==> src/rtl/vram_arb_pkg.sv <==
// vram_arb_pkg: shared state encoding, VRAM geometry and default widths for the VRAM write arbiter.
package vram_arb_pkg;
  typedef enum logic {IDLE, OWN} state_t;
  localparam int VRAM_DEPTH = 1020;  // 60x17 cells
  localparam int AW_DEF = 10;
  localparam int DW_DEF = 8;
endpackage

==> src/rtl/vram_arbiter_rr_picker.sv <==
// rr_picker: combinational N-way round-robin pick, searching upward from ptr with wrap.
module rr_picker #(
  parameter int N = 2
) (
  input  logic [N-1:0] elig,
  input  logic [1:0]   ptr,
  output logic [N-1:0] win,
  output logic [1:0]   idx
);
  logic [2*N-1:0] dbl;
  logic [N-1:0] rot;
  logic [1:0] off;
  logic [2:0] sum;
  always_comb begin
    dbl = {elig, elig} >> ptr;
    rot = dbl[N-1:0];
    off = '0;
    for (int k = N - 1; k >= 0; k--) off = rot[k] ? 2'(k) : off;
    sum = {1'b0, ptr} + {1'b0, off};
    idx = (sum >= 3'(N)) ? 2'(sum - 3'(N)) : sum[1:0];
    win = (|elig) ? N'(1) << idx : '0;
  end
endmodule

==> src/rtl/vram_arbiter.sv <==
// vram_arbiter: round-robin VRAM write-port arbiter with budgeted locked bursts.
// Optional blanking gating of requesters is enabled by defining VSYNC_GATE_EN.
module vram_arbiter
  import vram_arb_pkg::*;
#(
  parameter int NREQ = 2,
  parameter int AW = AW_DEF,
  parameter int DW = DW_DEF,
  parameter int MAX_BURST = 16,
  parameter logic [3:0] GATE_MASK = 4'b0010
) (
  input  logic             clk,
  input  logic             rst,
  input  logic [NREQ-1:0]  req,
  input  logic [NREQ-1:0]  lock,
  input  logic [NREQ*AW-1:0] addr,
  input  logic [NREQ*DW-1:0] data,
  output logic [NREQ-1:0]  gnt,
  output logic [AW-1:0]    v_ada,
  output logic [DW-1:0]    v_din,
  output logic             v_cea,
  output logic [1:0]       owner,
  output logic             busy,
  output logic             drop
`ifdef VSYNC_GATE_EN
  ,
  input  logic             vsync
`endif
);
  state_t state, state_n;
  logic [1:0] ptr, ptr_n, owner_n, idx;
  logic [7:0] cnt, cnt_n;
  logic [NREQ-1:0] gate_ok, elig, win, own_oh;
  logic [AW-1:0] sel_addr;
  logic [DW-1:0] sel_data;
  logic vs_s, acc, in_range;
`ifdef VSYNC_GATE_EN
  logic [1:0] vs_q;
  always_ff @(posedge clk) vs_q <= rst ? 2'b00 : {vs_q[0], vsync};
  assign vs_s = vs_q[1];
`else
  assign vs_s = 1'b1;
`endif
  assign gate_ok = ~GATE_MASK[NREQ-1:0] | {NREQ{vs_s}};
  assign elig = req & gate_ok;
  assign own_oh = NREQ'(1) << owner;
  assign busy = (state == OWN);
  rr_picker #(.N(NREQ)) u_pick (.elig(elig), .ptr(ptr), .win(win), .idx(idx));
  always_comb begin
    gnt = '0;
    state_n = state;
    ptr_n = ptr;
    owner_n = owner;
    cnt_n = cnt;
    if (state == IDLE) begin
      gnt = win;
      if (|win) begin
        ptr_n = (32'(idx) == NREQ - 1) ? 2'd0 : idx + 2'd1;
        owner_n = idx;
        if ((|(win & lock)) && MAX_BURST > 1) begin
          state_n = OWN;
          cnt_n = 8'd1;
        end
      end
    end else begin
      gnt = own_oh & req & gate_ok;
      cnt_n = cnt + 8'd1;
      // the budget check uses the incremented count so the grant this cycle is the last one
      if (!(|(own_oh & lock)) || cnt_n == 8'(MAX_BURST) || !(|(own_oh & gate_ok)))
        state_n = IDLE;
    end
    if (rst) gnt = '0;
  end
  always_comb begin
    sel_addr = '0;
    sel_data = '0;
    for (int i = 0; i < NREQ; i++)
      if (gnt[i]) begin
        sel_addr = addr[i*AW +: AW];
        sel_data = data[i*DW +: DW];
      end
  end
  assign acc = |gnt;
  assign in_range = 32'(sel_addr) < 32'(VRAM_DEPTH);
  always_ff @(posedge clk) begin
    if (rst) begin
      state <= IDLE;
      ptr <= '0;
      owner <= '0;
      cnt <= '0;
      v_cea <= 1'b0;
      v_ada <= '0;
      v_din <= '0;
      drop <= 1'b0;
    end else begin
      state <= state_n;
      ptr <= ptr_n;
      owner <= owner_n;
      cnt <= cnt_n;
      v_cea <= acc && in_range;
      drop <= acc && !in_range;
      if (acc && in_range) begin
        v_ada <= sel_addr;
        v_din <= sel_data;
      end
    end
  end
endmodule

==> config.mk <==
export PLATFORM = sky130hd
export DESIGN_NAME = vram_arbiter
export DESIGN_NICKNAME = d
export VERILOG_FILES = /design/src/rtl/vram_arb_pkg.sv /design/src/rtl/vram_arbiter_rr_picker.sv /design/src/rtl/vram_arbiter.sv
export SDC_FILE = /design/constraint.sdc
export NUM_CORES = 1
export LEC_CHECK = 0
export ABC_AREA = 0
export CAP_MARGIN = 20
export CORE_MARGIN = 5
export CORE_UTILIZATION = 33
export CTS_BUF_LIST = sky130_fd_sc_hd__clkbuf_8
export CTS_CLUSTER_SIZE = 20
export DETAILED_ROUTE_END_ITERATION = 10
export PLACE_DENSITY = 0.66
export SYNTH_ARGS = -nofsm -noshare
export SYNTH_HDL_FRONTEND = slang
export SYNTH_SLANG_ARGS = --single-unit
==> constraint.sdc <==
create_clock -name clk -period 6.4 [get_ports clk]
set_clock_uncertainty 0.1 [all_clocks]
set_input_delay 0.96 -clock clk [delete_from_list [all_inputs] [get_ports clk]]
set_output_delay 0.96 -clock clk [all_outputs]
set_load 0.005 [all_outputs]
### Yosys cells after proc, flatten, opt, wreduce, memory -nomap -nowiden

Index checks and enable logic that the tools add are counted.
W data, S select, Z words.

* latch bits: 0
* ROM bits: 0
* memories: 0
* flip-flop bits (word level): 33
* RAM bits: 0

* eq/ne operators: 2
* reductions and logical operators: 17
* multiplexer cells: 18
* divide/modulo/power cells: 0
* bitwise gates (word level): 4
* order comparisons: 2
* add/sub/neg operators: 4
* multiply operators: 0
* shifts and indexed selects: 3

Operators by type and width (number)
* $mux W8: 5
* $mux W10: 2
* $mux W2: 6
* $reduce_or A2 Y1: 6
* $lt A10 B10 Y1 const B: 1
* $add A8 B1 Y8 const B: 1
* $eq A8 B5 Y1 const B: 1
* $and A2 B2 Y2: 3
* $mux W1: 5
* $reduce_and A2 Y1: 2
* $reduce_bool A2 Y1: 2
* $shl A1 B2 Y2 const A: 2
* $shr A4 B2 Y2: 1
* $add A2 B2 Y3: 1
* $ge A3 B2 Y1 const B: 1
* $logic_not A1 Y1: 3
* $add A2 B1 Y2 const B: 1
* $eq A2 B1 Y1 const B: 1
* $logic_and A1 B1 Y1: 2
* $logic_or A1 B1 Y1: 2
* $sub A2 B2 Y2 const B: 1
* $not A1 Y1: 1

### Depth between registers and ports, before layout

Gate-level depths: netlist of the first run.

* word-level depth: 15
* mapped depth: 14

### Hierarchy

Synthesis of the first run repeated with hierarchy kept, for this count alone.

* cell total of the unflattened synthesis: 211
* area, all modules: 1830.5 um2

Modules (own cells, without submodules)
* vram_arbiter: area an instance 1720.4 um2, sequential area each 660.6 um2, cells an instance 196, times used 1
* rr_picker: area an instance 110.1 um2, sequential area each 0.0 um2, cells an instance 15, times used 1

### Least setup slack after synthesis of the first run

Ideal clock, no wire load.

* path kind: input -> output
* start point: in req[0]
* end point: out gnt[0]
* buffers on the path: 2
* slack: 2.670 ns
* arrival: 2.670 ns
* stages on the path: 11
* required time: 5.340 ns
* cell sequence: nand2_1 -> o31ai_1 -> ha_1 -> inv_1 -> ha_1 -> or2_2 -> nand2_2 -> o41a_1 -> buf_6 -> inv_2 -> buf_2

* word-level cells in the longest chain between the ends: 10

Ends and longest elaborated chain
* start: declaration: RTL line vram_arbiter.sv:14 `input logic [NREQ-1:0] req,`
* $shr A4 B2 Y2: RTL line vram_arbiter_rr_picker.sv:15 `dbl = {elig, elig} >> ptr;`
* $mux W1: RTL line vram_arbiter_rr_picker.sv:18 `for (int k = N - 1; k >= 0; k--) off = rot[k] ? 2'(k) : off;`
* $mux W2: RTL line vram_arbiter_rr_picker.sv:18
* $add A2 B2 Y3: RTL line vram_arbiter_rr_picker.sv:19 `sum = {1'b0, ptr} + {1'b0, off};`
* $ge A3 B2 Y1 or $sub A2 B2 Y2 (tied branches): RTL line vram_arbiter_rr_picker.sv:20 `idx = (sum >= 3'(N)) ? 2'(sum - 3'(N)) : sum[1:0];`
* $mux W2: RTL line vram_arbiter_rr_picker.sv:20
* $shl A1 B2 Y2: RTL line vram_arbiter_rr_picker.sv:21 `win = (|elig) ? N'(1) << idx : '0;`
* $mux W2: RTL line vram_arbiter_rr_picker.sv:21
* $mux W2 *: RTL line vram_arbiter.sv:55 `if (state == IDLE) begin`
* $mux W2 *: RTL line vram_arbiter.sv:72 `if (rst) gnt = '0;`
* end: declaration: RTL line vram_arbiter.sv:18 `output logic [NREQ-1:0] gnt,`

Every way passes the cells marked *; elsewhere a longest branch is shown, timed or not.

### Worst setup path after layout of the first run

Ends and elaborated chain as after synthesis.

==> run metrics, run 1 <==
Fmax achieved=201.6 MHz; Worst Setup End Kind=output pin; # hold bufs at CTS=0; Avg Cell Area, Syn=8.956 µm²; area delta synth->final=46.39%; Ys Warns=0; DR vias=roughly 1.6k; largest net degree at the start of global routing=29; DR WL/cell=14.31 µm; gr ovfl total=0; layout cells sized above 1=7.287%; number of distinct library cells after synthesis=44; reg-to-reg critical path startpoint=ptr[0]; Syn Nets=230; HP Start=v_din[4]; Post-Synthesis Cells=184; pre-CTS WS=1421 ps; Die H=just over 80 µm; All-Layer GR Usage=between 10 and 15%; Pwr Total=0.7799 mW; status=finished clean; Initial Utilization=34.43%; Final Hold Vio Count=0; clk buf depth=2; vias per inst=roughly 5.2; nets=between 200 and 300; Die Wd=approximately 80 µm; GRT met3 Usage=under 10%; Residual DRC=0; min-delay worst type=flop to flop; met1 usage=17.54%; grt met2 use=23.84%; area occupied by multi-input gates=898.4 µm²; Core Box Area=0.004786 mm²; Post-synth EDFFs=0; count of final max-slew check failures=0; Leakage Power=0.8837 nW; ANT cells=0; CTS tree=yes; TritonCTS buffer count=5; Top FF cell, synth=dfxtp_1; Filler cells=479; RSZ-0062 raised after global routing=false; htree depth=2; GPL Wtd Cong=0.8076; Syn Std Cell Area=0.001648 mm²; Post-DP HPWL=3421 µm; Final Setup Violations=0; setup TNS=0 ps; initial DRC count=85; max_cap viols=0; number of global-route vias before repair=1594; setup repair bufs after CTS=0; final WL=4492 µm; critical path arrival=3900 ps; Post-DRT Antenna Nets=0; busiest grt layer=met2; CTS sink count=33; Max-slew headroom=between 40 and 50%; Clk Latency, worst-skew pair=280 ps; cts repair resizes=0; setup ws final=1439 ps; worst slew pin tran=around 820 ps; Root Buffer Master=clkbuf_8; crit path from=req[0]; drt pass-1 iters=4; register area share after synthesis=40.09%; worst-path maximum fanout=14; VDD IR max=0.0001690 V; Seq cells post-synth=33; crit share post-route=77.52%; Setup Crit Path Kind=input pin to output pin; die area=0.006507 mm²; FF+latch area=660.6 µm²; I/O pins=67; antenna violations before repair=0; Core Rows=25; CP required=5340 ps; IO buf count=66; pwr dens=approximately 320 mW/mm²; Startpoint Class=input pin; first-pass GRT wire length=approximately 7400 µm; Reg clk slew, reported paths=60 ps; ys async rst share=0%; final worst path period need=4961 ps
[synth_stat cells (2+ instances only)]
| cell type | instances | area share [%] |
|---|---|---|
| nand3b_1 | 2 | 0.91 |
| o22ai_1 | 8 | 3.0 |
| inv_2 | 2 | 0.46 |
| a211oi_1 | 3 | 1.4 |
| a2bb2oi_1 | 7 | 3.7 |
| mux2i_1 | 4 | 2.4 |
| nand3_1 | 5 | 1.5 |
| ha_1 | 4 | 3.0 |
| inv_1 | 4 | 0.91 |
| a21oi_1 | 7 | 2.1 |
| or3_1 | 3 | 1.1 |
| a22oi_1 | 21 | 9.6 |
| nand4_1 | 4 | 1.5 |
| nand2b_1 | 12 | 4.6 |
| nor3_1 | 4 | 1.2 |
| clkbuf_1 | 3 | 0.68 |
| a21o_1 | 2 | 0.91 |
| nor2_1 | 14 | 3.2 |
| nand2_1 | 10 | 2.3 |
| buf_6 | 2 | 1.4 |
| or2_2 | 2 | 0.76 |
| buf_2 | 4 | 1.2 |
| o21ai_0 | 4 | 1.2 |
| dfxtp_1 | 33 | 40 |
[cell type report]
type / count / share of cell area [%]
clock inverters: 1 / 0.2075
multi-input cells: 134 / 37.24
clock buffers: 5 / 2.853
flip-flops and latches: 33 / 27.39
repair buffers: 67 / 27.70
inverters: 7 / 1.141
well taps: 67 / 3.475
[path summary, 6_finish.rpt]
path	to	slack [ps]	cells past startpoint
max	gnt[0]	1440	11
min	v_din[4]	370	2
max reg2reg	v_din[2]	3160	11
min reg2reg	v_din[4]	370	2
[metal layers]
layer,share of wire [%],wire (µm)
met3,8.9,400
met4,0.31,14
met5,0,0
met2,48,2160
met1,43,1916
[flip-flops by register name (all words and copies together), names as in the netlist]
register and cells:
v_ada 10, cnt 8, v_din 8, owner 2, ptr 2, busy 1, drop 1, v_cea 1
[cells in the final DEF, fill, tap and decap left out, types with 2 or more instances in the layout]
| master | netlist | layout |
|---|---|---|
| nand2b_1 | 12 | 12 |
| a2bb2oi_1 | 7 | 7 |
| a21oi_1 | 7 | 7 |
| clkinv_2 | 1 | 2 |
| nor3_1 | 4 | 4 |
| nand2_1 | 10 | 10 |
| nand3b_1 | 2 | 2 |
| a21o_1 | 2 | 2 |
| nor2_1 | 14 | 14 |
| clkbuf_8 | 0 | 5 |
| inv_2 | 2 | 2 |
| nand3_1 | 5 | 5 |
| nand4_1 | 4 | 4 |
| dfxtp_1 | 33 | 33 |
| or3_1 | 3 | 3 |
| mux2i_1 | 4 | 4 |
| a211oi_1 | 3 | 3 |
| a22oi_1 | 21 | 21 |
| inv_1 | 4 | 4 |
| o22ai_1 | 8 | 8 |
| o21ai_0 | 4 | 4 |
| ha_1 | 4 | 4 |
| or2_2 | 2 | 2 |
| clkdlybuf4s50_1 | 0 | 66 |
[power by group]
group	switching (mW)	leakage (nW)	internal, mW	total, mW
logic	0.137	0.572	0.201	0.337
registers	0.0363	0.272	0.264	0.301
clock network	0.0704	0.0399	0.0714	0.142
[stage by stage]
stage               utilization (%)  cell area [µm²]  instances  hold WS (ps)
global placement              48.86             2338        308         361.2
CTS                           50.41             2412        314         375.6
global route                  50.41             2412        314         405.3
floorplan                         -             1648        184         358.3
detailed placement            48.86             2338        308         364.3
finish                        50.41             2412        314         373.8
[critical path: stages]
cell and delay [ps]:
clkdlybuf4s50_1 540, nand2_1 70, o31ai_1 200, ha_1 220
inv_1 50, ha_1 320, or2_2 150, nand2_2 70
o41a_1 530, inv_2 250, clkdlybuf4s50_1 550
[logic make-up after synthesis]
group / synth area share [%]
muxes: 3.113
buffers and inverters: 5.391
DFF: 40.09
xor gates and xnor gates: 0.5316
adders and majority gates: 3.037
AOI/OAI and AO/OA: 28.32
and+or+nand+nor: 19.51
Note: power is estimated with default switching activity, not from simulation.
==> inputs of run 2 (changes only) <==
Settings changed: PLACE_DENSITY 0.66 to 0.68.
Clock period 6.4 ns to 4.2 ns, I/O delays scaled along.
==> run 2 against run 1 <==
Against the previous run: count of clock-buffer cells in the layout is the same; largest power group unchanged; routed wire length grew 2.7%; clock power grew 61%; critical endpoint unchanged; via count grew 2.2%.
==> run metrics, run 2 (same netlist as run 1, synthesis figures left out) <==
Crit path buffers/inverters=4 (unchanged); count of final max-slew check failures=0 (unchanged); vias per inst=5.159 (about the same); I/O pins=67 (unchanged); most common cell after layout, fill and taps aside=clkdlybuf4s50_1 (unchanged); drt pass-1 iters=4 (unchanged); CP required=3470 ps (was 5340 ps); All-Layer GR Usage=14.82% (was 14.79%); worst slew pin tran=417.9 ps (was 818.2 ps); area delta synth->final=49.28% (was 46.39%); GPL Wtd Cong=0.7704 (was 0.8076); Slowest-stage cell, CP=clkdlybuf4s50_1 (unchanged); Finished Core Util=51.40% (was 50.41%); Post-DP HPWL=3492 µm (was 3421 µm); die area=0.006507 mm² (unchanged); clock network power share=18.7% (was 18.2%); htree depth=2 (unchanged); IO buf count=66 (unchanged); layout cells sized above 1=9.055% (was 7.287%); Post-DRT Antenna Nets=0 (unchanged); worst path cell trace=clkdlybuf4s50_1, nand2_1, o31ai_1, ha_1, inv_1, ha_1, or2_2, nand2_2, o41a_1, inv_2, clkdlybuf4s50_1 (unchanged); cts repair resizes=0 (unchanged); VDD IR max=0.0002377 V (was 0.0001690 V); nets=299 (was 294); Worst Setup End Kind=output pin (unchanged); pre-CTS WS=204.6 ps (was 1421 ps); final WL=4613 µm (was 4492 µm); setup repair bufs after CTS=0 (unchanged); critical path arrival=3270 ps (was 3900 ps); max reg flops=10 (unchanged); CTS tree=yes (unchanged); RSZ-0062 raised after global routing=false (unchanged); Final Hold Vio Count=0 (unchanged); clk buf depth=2 (unchanged); Net Switching=0.3859 mW (was 0.2435 mW); TritonCTS buffer count=5 (unchanged); status=finished clean (unchanged); Area after DPL=0.002376 mm² (was 0.002338 mm²); Largest Register=v_ada (unchanged); number of global-route vias before repair=1701 (was 1594); antenna violations before repair=0 (unchanged); Pwr Total=1.220 mW (was 0.7799 mW); Combinational Power Share=43.7% (was 43.3%); finished layout cell area=0.002460 mm² (was 0.002412 mm²); DR vias=1656 (was 1620); Final Setup Violations=0 (unchanged); Die H=80.67 µm (unchanged); Startpoint Class=input pin (unchanged); gr ovfl total=0 (unchanged); Core Rows=25 (unchanged); Fmax achieved=250.1 MHz; largest incremental delay on the critical path=540 ps (was 550 ps); Residual DRC=0 (unchanged); Reg clk slew, reported paths=70 ps (was 60 ps); worst-path maximum fanout=5 (was 14); crit share post-route=~95%; Core Box Area=0.004786 mm² (unchanged); # hold bufs at CTS=0 (unchanged); most frequent cells in the layout=clkdlybuf4s50_1 (66), dfxtp_1 (33), a22oi_1 (21) (unchanged); min-delay worst type=flop to flop (unchanged); crit-path leading delay family=buffers and inverters (unchanged); Die Wd=80.67 µm (unchanged); Filler cells=471 (was 479); register share of total power=37.6% (was 38.5%); Initial Utilization=34.43% (unchanged); first-pass GRT wire length=7527 µm (was 7376 µm); setup TNS=0 ps (unchanged); Regs by FF count=v_ada (10), cnt (8), v_din (8) (unchanged); pwr dens=496.0 mW/mm² (was 323.3 mW/mm²); Max-slew headroom=72.10% (was 44.74%); max_cap viols=0 (unchanged); largest net degree at the start of global routing=28 (was 29); final worst path period need=3999 ps; Leakage Power=0.9145 nW (was 0.8837 nW); CTS sink count=33 (unchanged); setup ws final=201.2 ps (was 1439 ps); Int Pwr=0.8343 mW (was 0.5364 mW); Setup Crit Path Kind=input pin to output pin (unchanged); DR WL/cell=14.37 µm (was 14.31 µm); Switching Share=31.63% (was 31.22%); ANT cells=0 (unchanged); initial DRC count=56 (was 85); Clk Latency, worst-skew pair=280 ps (about the same); Root Buffer Master=clkbuf_8 (unchanged)
-- run 2: cell types whose count changed in the layout (fill, tap and decap cells not counted), sizes merged --
cell / delta
clkinvlp: +1
inv: +2
clkinv: -1
buf: +5
-- run 2: final timing paths --
path	start	to	slack, ps	cells past startpoint
setup / recovery	req[0]	gnt[0]	200	11
hold reg to reg	v_din[4]	v_din[4]	370	2
hold / removal	v_din[4]	v_din[4]	370	2
setup reg to reg	ptr[0]	v_ada[4]	1270	12
-- run 2: through the flow --
stage / cells / hold WS [ps]
3_5_place_dp: 313 / 367.4
3_3_place_gp: 313 / 360.8
2_1_floorplan: 184 / 358.3
5_1_grt: 321 / 398.7
6_report: 321 / 374.4
4_1_cts: 321 / 379.3
-- run 2: per-layer routing --
metal | wire (µm) | global-route usage (%) | vias up | share of wire [%]
met5 | 0 | 0 | - | 0
met2 | 2225 | 25.33 | 52 | 48
met1 | 1934 | 16.72 | 772 | 42
li1 | - | - | 827 | -
met3 | 399 | 6.278 | 5 | 8.6
met4 | 53 | 4.223 | 0 | 1.1
-- run 2: power groups by stage --
stage | combinational (mW) | clock (mW) | sequential [mW]
floorplan | 0.272 | 0 | 0.463
global route | 0.580 | 0.255 | 0.472
CTS | 0.541 | 0.235 | 0.460
global placement | 0.535 | 0 | 0.464
finish | 0.533 | 0.228 | 0.459
detailed placement | 0.538 | 0 | 0.465
-- run 2: worst min-delay path, delay by kind of cell, from the launching register on --
family,cells,cell delay [ps]
AND/OR/NAND/NOR,1,60
multiplexers,1,60
flip-flops,1,310
-- run 2: area by class of cell --
type                       count  area (µm²)  share of cell area [%]
clock buffer                   5       68.82                   2.798
clock inverter                 3       15.01                  0.6104
inverter                       7       27.53                   1.119
sequential                    33       660.6                   26.86
multi-input combinational    134       898.4                   36.52
timing repair buffer          72       705.7                   28.69
tap                           67       83.83                   3.408
